`src/rtl/pc_sequencer.sv`:
```
// Program-counter sequencer: next-pc selection for sequential, jump, flag branches,
// and call/return through a hardware return-address stack with sticky error flags.
module pc_sequencer #(
    parameter int STACK_DEPTH = 8,
    parameter int ADDR_W      = 12,
    localparam int CNT_W      = $clog2(STACK_DEPTH) + 1,
    localparam int IDX_W      = $clog2(STACK_DEPTH)
) (
    input  logic              clk,
    input  logic              rst,
    input  logic [18:0]       instruction,
    input  logic              zero_flag,
    input  logic              carry_flag,
    input  logic              stall,
    output logic [ADDR_W-1:0] pc,
    output logic [CNT_W-1:0]  stack_count,
    output logic              stack_overflow,
    output logic              stack_underflow
);

    localparam logic [CNT_W-1:0] DEPTH_C = CNT_W'(STACK_DEPTH);

    logic [ADDR_W-1:0] pc_q, pc_d;
    logic [CNT_W-1:0]  cnt_q, cnt_d;
    logic              ovf_q, ovf_d, unf_q, unf_d;
    logic              push_d;
    logic [ADDR_W-1:0] stack_q [STACK_DEPTH];

    logic              is_jmp, is_jsb, is_ret, is_brz, is_brc;
    logic [ADDR_W-1:0] pc_inc, target, offset, br_tgt;
    logic [IDX_W-1:0]  push_idx, pop_idx;
    logic              unused_instr;

    assign is_jmp = (instruction[18:14] == 5'b11100);
    assign is_jsb = (instruction[18:14] == 5'b11101);
    assign is_ret = (instruction[18:13] == 6'b111100);
    assign is_brz = (instruction[18:16] == 3'b101) && (instruction[15:14] == 2'b00);
    assign is_brc = (instruction[18:16] == 3'b101) && (instruction[15:14] == 2'b10);

    assign pc_inc   = pc_q + 1'b1;
    assign target   = ADDR_W'(instruction[11:0]);
    assign offset   = {{(ADDR_W-8){instruction[7]}}, instruction[7:0]};
    assign br_tgt   = pc_inc + offset;
    assign push_idx = cnt_q[IDX_W-1:0];
    assign pop_idx  = IDX_W'(cnt_q - 1'b1);
    assign unused_instr = instruction[12];

    always_comb begin
        pc_d   = pc_q;
        cnt_d  = cnt_q;
        ovf_d  = ovf_q;
        unf_d  = unf_q;
        push_d = 1'b0;
        if (!stall) begin
            pc_d = pc_inc;
            if (is_jmp) begin
                pc_d = target;
            end else if (is_jsb) begin
                if (cnt_q < DEPTH_C) begin
                    push_d = 1'b1;
                    cnt_d  = cnt_q + 1'b1;
                    pc_d   = target;
                end else begin
                    ovf_d = 1'b1;
                end
            end else if (is_ret) begin
                if (cnt_q != '0) begin
                    pc_d  = stack_q[pop_idx];
                    cnt_d = cnt_q - 1'b1;
                end else begin
                    unf_d = 1'b1;
                end
            end else if (is_brz) begin
                if (zero_flag) pc_d = br_tgt;
            end else if (is_brc) begin
                if (carry_flag) pc_d = br_tgt;
            end
        end
    end

    // Stack entries are not reset; only the count defines which are live.
    always_ff @(posedge clk) begin
        if (rst) begin
            pc_q  <= '0;
            cnt_q <= '0;
            ovf_q <= 1'b0;
            unf_q <= 1'b0;
        end else begin
            pc_q  <= pc_d;
            cnt_q <= cnt_d;
            ovf_q <= ovf_d;
            unf_q <= unf_d;
            if (push_d) stack_q[push_idx] <= pc_inc;
        end
    end

    assign pc              = pc_q;
    assign stack_count     = cnt_q;
    assign stack_overflow  = ovf_q;
    assign stack_underflow = unf_q;

endmodule

```
`config.mk`:
```
export PLATFORM = sky130hd
export DESIGN_NAME = pc_sequencer
export DESIGN_NICKNAME = d
export VERILOG_FILES = /design/src/rtl/pc_sequencer.sv
export SDC_FILE = /design/constraint.sdc
export NUM_CORES = 1
export LEC_CHECK = 0
export BUFFER_PORTS_ARGS = -buffer_cell sky130_fd_sc_hd__buf_2
export CORE_MARGIN = 1.5
export CORE_UTILIZATION = 29
export CTS_BUF_LIST = sky130_fd_sc_hd__clkbuf_16
export CTS_CLUSTER_DIAMETER = 120
export CTS_CLUSTER_SIZE = 28
export DETAILED_ROUTE_END_ITERATION = 6
export RECOVER_POWER = 100
export SETUP_SLACK_MARGIN = 0.05
export SYNTH_ARGS = -nofsm -noshare
export SYNTH_HDL_FRONTEND = slang
export SYNTH_SLANG_ARGS = --single-unit
```
`constraint.sdc`:
```
create_clock -name clk -period 3.1 [get_ports clk]
set_clock_uncertainty 0.2 [all_clocks]
set_input_delay 0.62 -clock clk [delete_from_list [all_inputs] [get_ports clk]]
set_output_delay 0.62 -clock clk [all_outputs]
set_load 0.01 [all_outputs]
```
---- Word level (Yosys, flattened, before mapping) ----
Memories as Yosys holds them, arrays and structs flattened.
Index checks and enable logic that the tools add are counted.
cells by class
  add/subtract/negate cells ............... 4
  $lt $le $gt $ge ......................... 1
  equal/unequal tests ..................... 6
  muxes and demuxes ....................... 20
  bitwise logic cells ..................... 5
  reduce and logical (&&, ||, !) cells .... 9
operators by type and width
  cell                                                                      number
  12-bit 2-to-1 mux                                                         9
  4-bit 2-to-1 mux                                                          4
  12-bit by 1-bit adder with 12-bit output (second input constant)          1
  12-bit adder                                                              1
  5-bit == test (second input constant)                                     2
  5-bit AND reduction                                                       2
  1-bit 2-to-1 mux                                                          7
  6-bit == test (second input constant)                                     1
  1-bit inverter                                                            5
  4-bit by 1-bit adder with 4-bit output (second input constant)            1
  4-bit < comparator (second input constant)                                1
  4-bit AND reduction                                                       1
  2-bit nonzero test                                                        2
  4-bit nonzero test                                                        1
  4-bit by 1-bit subtractor with 4-bit output (second input constant)       1
  3-bit == test (second input constant)                                     1
  2-bit == test (second input constant)                                     1
  1-bit logical AND                                                         2
  2-bit zero test                                                           1
  2-bit by 1-bit inequality test with 1-bit output (second input constant)  1
word-level totals
  bits in registers ....................... 18
  memory bits (writable) .................. 96
  input port bits ......................... 24
  output and inout bits ................... 18
  word-level logic and storage cells ...... 50
  memories kept ........................... 1
memory list
  memory   depth  width  read ports  clocked after memory_dff  wr ports  line  source
  stack_q  8      12     1           0                         1         27    logic [ADDR_W-1:0] stack_q [STACK_DEPTH];

---- Logic depth before layout (Yosys ltp) ----
Gate-level depths: netlist (run 1).
  depth in word-level cells ............... 8
  mapped depth ............................ 12
  gate-level depth less buffers ........... 12

---- Least setup slack after synthesis (run 1) ----
Ideal clock, no wire load.
  path kind ............................... register to register
  start point ............................. register pc_q[1] (netlist: pc[1])
  end point ............................... register pc_q[11] (netlist: pc[11])
  library setup time ...................... 120 ps
  arrival ................................. 2951 ps
  data required time ...................... 2780 ps
  path slack .............................. -171 ps
  stages on the path, launching flop included .. 12
  buffers on the path ..................... 0
  clock period less this slack ............ 3271 ps
  path through ............................ dfxtp_1 > ha_1 > inv_1 > nor4_1 > xnor2_1 > ha_1 > a21oi_1 > o21ai_1 > or4b_1 > o211ai_1 > a21oi_1 > o31a_1
between the ends
  cells in the longest elaborated chain, start to end .. 8
  elaborated cells on any way between the ends .. 11
ends and longest elaborated chain
  what                                        line  source
  start, declared                             23    logic [ADDR_W-1:0] pc_q, pc_d;
  start signal, assigned                      89    pc_q <= pc_d;
  12-bit by 1-bit adder with 12-bit output *  40    assign pc_inc = pc_q + 1'b1;
  via pc_inc[8]                               30    logic [ADDR_W-1:0] pc_inc, target, offset, br_tgt;
  12-bit adder *                              43    assign br_tgt = pc_inc + offset;
  12-bit 2-to-1 mux                           76    if (carry_flag) pc_d = br_tgt;
  12-bit 2-to-1 mux                           75    end else if (is_brc) begin
  12-bit 2-to-1 mux *                         73    end else if (is_brz) begin
  12-bit 2-to-1 mux *                         66    end else if (is_ret) begin
  12-bit 2-to-1 mux *                         58    end else if (is_jsb) begin
  12-bit 2-to-1 mux *                         56    if (is_jmp) begin
Mark *: on every way through the listed nets, which the timed path passes. The rest lies on a longest branch.
A chain may end at the register's enable or synchronous reset.

---- Worst setup path in the final report (run 1) ----
Same ends and word-level chain as after synthesis.

==> flow_metrics.env, run 1 <==
export IMPL_syn_avg_cell_area_sq_um=12.7
export IMPL_startpoint_type="flop"
export IMPL_coreArea_sq_um=20100
export IMPL_worstPathRequired_ns=3.20
export IMPL_gr_usage_all_layers=0.150
export IMPL_vias=4343
export IMPL_wl_per_cell_um=18.1
export IMPL_syn_nets=510
export IMPL_synth_seq_cells=114
export IMPL_first_pass_iters=5
export IMPL_cts_root_buffer="clkbuf_16"
export IMPL_worstSetupStartpoint="pc[1]"
export IMPL_grt_pass1_vias=4396
export IMPL_cts_max_path_buffers=2
export IMPL_rows=52
export IMPL_grt_overflow_total=0
export IMPL_synthArstFlopShare=0
export IMPL_start_util=0.295
export IMPL_yosysUniqueCellTypes=66
export IMPL_layout_common_cells="edfxtp_1, buf_4, nand2_1"
export IMPL_antenna_cells=0
export IMPL_syn_inst=468
export IMPL_dieArea_sq_um=21300
export IMPL_grt_pass1_wl_mm=24.2
export IMPL_cts_max_level=4
export IMPL_syn2layout_area_growth_pct=27.3
export IMPL_slowest_stage="or4b_1"
export IMPL_rsz0062_at_grt="yes"
export IMPL_syn_area_sq_um=5920
export IMPL_postLayoutCellArea_sq_um=7540
export IMPL_antenna_found_initial=0
export IMPL_final_hold_viol_count=0
export IMPL_initialDrtViolationCount=354
export IMPL_io_pins=42
export IMPL_layout_drive_gt1_share=0.342
export IMPL_r2r_start="pc[1]"
export IMPL_fmax_mhz=334
export IMPL_tightest_slew_ns=0.758
export IMPL_drc=0
export IMPL_die_h_um=146
export IMPL_post_dp_hpwl_mm=11.5
export IMPL_layout_nets=616
export IMPL_cp_depth=11
export IMPL_cts_tree="built"
export IMPL_mostFrequentLayoutCell="edfxtp_1"
export IMPL_gp_congestion=0.863
export IMPL_worstHoldPathType="reg2reg"
export IMPL_wl_mm=15.5
export IMPL_die_width_um=146
export IMPL_rrSetupSlack_ns=0.10
export IMPL_path_class="reg2reg"
export IMPL_cpPeakStageDelay_ns=0.51
export IMPL_cp_arrival_ns=3.09
export IMPL_power_density_nw_per_um2=530
export IMPL_clk_pin_slew_ns=0.06
export IMPL_finalCriticalPeriod_ns=3.00
export IMPL_final_max_slew_viol_count=0
export IMPL_hold_path_depth=2
export IMPL_end_kind="flop"
export IMPL_setup_viol=0
export IMPL_clock_sinks=114
export IMPL_endpoint="pc[11]"
export IMPL_r2r_cells=11
export IMPL_yosysWarnings=0
export IMPL_worst_path_buf_inv=1
export IMPL_place_area_sq_um=6860
export IMPL_power_uw=3990
export IMPL_path_cells="ha_4, inv_2, nor4_4, xnor2_2, ha_1, a21oi_1, o21ai_1, or4b_1, o211ai_1, a21oi_1, o31a_1"
export IMPL_status="finished clean"
export IMPL_max_vdd_ir_drop_uv=399
export IMPL_critPathMaxFanout=4
export IMPL_reg2reg_to="pc[11]"
export IMPL_synth_edff_count=96
export IMPL_slew_headroom=0.494
export IMPL_synth_ff_type="edfxtp_1"
export IMPL_ant_nets=0
export IMPL_n_fill_cell=1923
export IMPL_cts_made_buffers=17
export IMPL_cpMostUsedCell="a21oi_1"
export IMPL_numPortBuffers=40
export IMPL_max_cap_viol_count=0
export IMPL_synth_seq_area_share=0.548
export IMPL_post_route_period_util=0.967
export IMPL_grt_max_degree=28
export IMPL_critPathTopFamily="compound AO/OA/AOI/OAI gates"
export IMPL_clk_latency_ns=0.41
export IMPL_viasPerCell=5.07
export IMPL_cellLeakagePower_uw=0.00276
## cells in the mapped netlist (3+ instances only)
master    instances  share of area
nand3_1          15          0.013
a221oi_2          3         0.0076
mux2i_1           4         0.0068
inv_1            15         0.0095
o21ai_1           6         0.0051
o211ai_1          9          0.011
buf_2             7         0.0059
a311oi_1          4         0.0059
a21oi_1          27          0.023
xor2_1            4         0.0059
nor3_1           11         0.0093
nand2_1          45          0.029
o31a_1            3         0.0044
a31oi_1           3         0.0032
a21o_1            4         0.0051
o21ai_0          16          0.014
nor3b_1           5         0.0063
clkbuf_1         10         0.0063
and2_1            4         0.0042
nor2b_1           4         0.0042
a211oi_1          7         0.0089
dfxtp_1          18          0.061
nor2_1           35          0.022
edfxtp_1         96           0.49
mux4_2           24          0.091
nor4_1            3         0.0032
xnor2_1          13          0.019
nand4_1           5         0.0053
clkbuf_8          3         0.0070
or3_1             4         0.0042
ha_1             17          0.036
## area by class of cell
type                       count  area, sq um  area share
clock buffer                  17          425      0.0565
clock inverter                15          144      0.0191
inverter                      15         56.3     0.00747
multi-input combinational    315         2610       0.346
sequential                   114         3250       0.432
tap                          270          338      0.0448
timing repair buffer         111          711      0.0943
## worst register-to-register path, stage by stage, from the launching register on
cell      delay [ns]
dfxtp_4         0.37
ha_4            0.17
inv_2           0.07
nor4_4          0.27
xnor2_2         0.16
ha_1            0.27
a21oi_1         0.13
o21ai_1         0.11
or4b_1          0.51
o211ai_1        0.25
a21oi_1         0.11
o31a_1          0.29
## layer usage
| layer | GRT usage | wire [um] |
|---|---|---|
| met2 | 0.235 | 7380 |
| met3 | 0.0423 | 839 |
| met5 | 0 | 0 |
| met1 | 0.203 | 7060 |
| met4 | 0.0403 | 206 |
## stage by stage
| stage | setup slack (ns) | util | std cells | hold slack (ns) | setup TNS [ns] |
|---|---|---|---|---|---|
| floorplan | 0.0612 | - | 468 | 0.299 | 0 |
| global placement | 0.0283 | 0.341 | 819 | 0.248 | 0 |
| detailed placement | -0.0420 | 0.341 | 819 | 0.261 | -0.0420 |
| CTS | 0.0543 | 0.371 | 853 | 0.277 | 0 |
| global route | -0.00224 | 0.375 | 857 | 0.300 | -0.00224 |
| finish | 0.102 | 0.375 | 857 | 0.275 | 0 |
## kinds of logic after synthesis
| group | after synthesis | synth area share |
|---|---|---|
| buffers and inverters | 39 | 0.0346 |
| AND/OR/NAND/NOR | 152 | 0.134 |
| multiplexers | 30 | 0.102 |
| AO/OA/AOI/OAI | 96 | 0.112 |
| flip-flops | 114 | 0.548 |
| adder cells (fa/ha/maj) | 18 | 0.0393 |
| XOR/XNOR | 19 | 0.0306 |
## state kept, by name, indices dropped and copies added, names as in the netlist
name and flops:
pc 12, stack_count 4, stack_underflow 1, stack_overflow 1, stack_q 96
## worst min path at each step
stage	start	to
after floorplan	pc[1]	pc[1]
after global placement	stack_overflow	stack_overflow
after detailed placement	stack_overflow	stack_overflow
after CTS	stack_overflow	stack_overflow
after global routing	stack_overflow	stack_overflow
final	stack_overflow	stack_overflow
## repair_timing
action / 4_1_cts / 5_1_grt
setup endpoints to repair: 1 / 2
hold buffers: 0 / 0
pin swaps: 4 / 12
gates resized for setup: 8 / 15
buffers inserted: 2 / 4
## report_power, final
group          leakage, uW  switching, uW  internal, uW
clock             0.000269            674          1170
combinational      0.00146            252           195
sequential         0.00103           15.8          1680
total              0.00276            942          3050
Note: power is estimated with default switching activity, not from simulation.
==> inputs of run 2 (changes only) <==
ABC_AREA = 1   (was default)
CELL_PAD_IN_SITES_DETAIL_PLACEMENT = 1   (was default)
CELL_PAD_IN_SITES_GLOBAL_PLACEMENT = 2   (was default)
PLACE_DENSITY_LB_ADDON = 0.1   (was default)
clock period = 3.4 ns   (was 3.1 ns; I/O delays follow)
==> run 2 against run 1 <==
  * Critical path depth is 2 higher
  * Via count grew 17%
  * Utilization fell by 1.7 points
  * Flip-flop and latch count did not move
  * Clock power down 9%
  * Cell count grew 19%
  * Sequential power is 9% lower
  * Largest cell class unchanged
  * Highest routed layer unchanged
==> flow_metrics.env, run 2 <==
export IMPL_syn2layout_area_growth_pct=19.9
export IMPL_power_density_nw_per_um2=488
export IMPL_startpoint_type="flop"
export IMPL_status="finished clean"
export IMPL_drc=0
export IMPL_critPathTopFamily="simple AND/OR/NAND/NOR gates"
export IMPL_clock_sinks=114
export IMPL_path_cells="inv_1, nor2_1, xor2_1, ha_1, a21oi_1, nand2_1, a21oi_1, inv_1, or2_2, nand3_1, o211ai_1, nand2_1, a21oi_2"
export IMPL_die_h_um=148
export IMPL_final_hold_viol_count=0
export IMPL_hold_buffers=0
export IMPL_cts_max_path_buffers=2
export IMPL_worst_slack_ns=0.294
export IMPL_synthArstFlopShare=0
export IMPL_start_util=0.298
export IMPL_top_register="stack_q"
export IMPL_antenna_cells=0
export IMPL_max_cap_viol_count=0
export IMPL_worstSetupStartpoint="pc[0]"
export IMPL_worstPathRequired_ns=3.51
export IMPL_cp_arrival_ns=3.21
export IMPL_post_dp_hpwl_mm=14.3
export IMPL_synth_common_cells="nand2_1, edfxtp_1, nor2_1"
export IMPL_synth_ff_type="edfxtp_1"
export IMPL_slew_headroom=0.595
export IMPL_clk_latency_ns=0.42
export IMPL_layout_nets=782
export IMPL_ant_nets=0
export IMPL_yosys_area_top_type="edfxtp_1"
export IMPL_gp_congestion=0.804
export IMPL_critPathMaxFanout=11
export IMPL_layout_drive_gt1_share=0.154
export IMPL_min_from="stack_overflow"
export IMPL_finalCriticalPeriod_ns=3.11
export IMPL_cpPeakStageDelay_ns=0.38
export IMPL_fmax_mhz=322
export IMPL_final_max_slew_viol_count=0
export IMPL_numPortBuffers=40
export IMPL_synth_top_area_frac=0.473
export IMPL_place_inst=991
export IMPL_syn_avg_cell_area_sq_um=9.03
export IMPL_wl_per_cell_um=19.5
export IMPL_synth_seq_area_share=0.532
export IMPL_coreArea_sq_um=20400
export IMPL_yosysWarnings=0
export IMPL_fin_cells=1023
export IMPL_grt_pass1_wl_mm=30.8
export IMPL_place_ws_ns=0.170
export IMPL_synth_area_leaders="edfxtp_1, nand2_1, o21ai_0, dfxtp_1, nor2_1"
export IMPL_yosysUniqueCellTypes=44
export IMPL_path_class="reg2reg"
export IMPL_slowest_stage="dfxtp_2"
export IMPL_syn_area_sq_um=6090
export IMPL_setup_viol=0
export IMPL_yosysMostFrequentCell="nand2_1"
export IMPL_max_vdd_ir_drop_uv=333
export IMPL_dieArea_sq_um=21900
export IMPL_post_cts_setup_buffers=0
export IMPL_synth_edff_count=96
export IMPL_cts_max_level=4
export IMPL_clk_pin_slew_ns=0.06
export IMPL_mostFrequentLayoutCell="nand2_1"
export IMPL_worst_path_buf_inv=2
export IMPL_grt_overflow_total=0
export IMPL_rows=52
export IMPL_cts_made_buffers=17
export IMPL_layout_common_cells="nand2_1, edfxtp_1, nor2_1"
export IMPL_wl_mm=19.9
export IMPL_cts_tree="built"
export IMPL_initialDrtViolationCount=224
export IMPL_tns_ns=0
export IMPL_largest_reg_flops=96
export IMPL_post_route_period_util=0.913
export IMPL_cts_root_buffer="clkbuf_16"
export IMPL_cellLeakagePower_uw=0.00284
export IMPL_die_width_um=148
export IMPL_viasPerCell=4.98
export IMPL_rsz0062_at_grt="yes"
export IMPL_antenna_found_initial=0
export IMPL_synth_seq_cells=114
export IMPL_end_kind="flop"
export IMPL_vias=5096
export IMPL_io_pins=42
export IMPL_worstHoldPathType="reg2reg"
export IMPL_r2r_start="pc[0]"
export IMPL_gr_usage_all_layers=0.191
export IMPL_syn_nets=717
export IMPL_syn_inst=675
export IMPL_grt_pass1_vias=5444
export IMPL_first_pass_iters=4
export IMPL_tightest_slew_ns=0.607
export IMPL_grt_max_degree=56
run 2: per-layer routing:
layer | wire length, um | share of wire | vias to the layer above | GRT usage
met3 | 515 | 0.026 | 33 | 0.0321
met1 | 8780 | 0.44 | 2507 | 0.234
met2 | 10000 | 0.50 | 85 | 0.332
li1 | - | - | 2471 | -
met5 | 0 | 0 | - | 0
met4 | 585 | 0.029 | 0 | 0.0802
run 2: final cells by class:
type	instances	area [sq um]
Clock buffer	17	425
Clock inverter	15	135
Fill cell	2429	13100
Inverter	67	254
Multi-Input combinational cell	468	2510
Sequential cell	114	3240
Tap cell	270	338
Timing Repair Buffer	72	395
run 2: final timing paths:
kind                    end  slack [ns]  cells after the start
min          stack_overflow        0.28                      2
min reg2reg  stack_overflow        0.28                      2
max                   pc[6]        0.29                     13
max reg2reg           pc[6]        0.29                     13
run 2: report_power, final:
group          switching, uW  internal (uW)
registers               15.6           1540
clock network            675           1010
logic                    219            107
total                    910           2650
run 2: worst reg2reg max path, stage by stage, from the launching register on:
cell and delay (ns):
dfxtp_2 0.38, inv_1 0.17, nor2_1 0.33, xor2_1 0.37, ha_1 0.37, a21oi_1 0.20
nand2_1 0.15, a21oi_1 0.16, inv_1 0.06, or2_2 0.26, nand3_1 0.10, o211ai_1 0.11
nand2_1 0.09, a21oi_2 0.06
run 2: metrics by stage:
stage,util,hold WS [ns],area [sq um],power (uW)
after floorplan,-,0.305,6090,1780
after detailed placement,0.332,0.271,6770,1920
after CTS,0.359,0.287,7330,3610
after global routing,0.358,0.296,7300,3700
after global placement,0.332,0.265,6770,1910
final,0.358,0.280,7300,3560
run 2: cell families after synthesis:
group | share of synthesized area
AO/OA/AOI/OAI | 0.152
XOR/XNOR | 0.0142
adder cells (fa/ha/maj) | 0.0382
buffers and inverters | 0.0634
flip-flops | 0.532
AND/OR/NAND/NOR | 0.200
run 2: repair_timing:
action	4_1_cts	5_1_grt
resized for setup	0	7
hold endpoints to repair	0	0
endpoints found under the setup margin	0	6
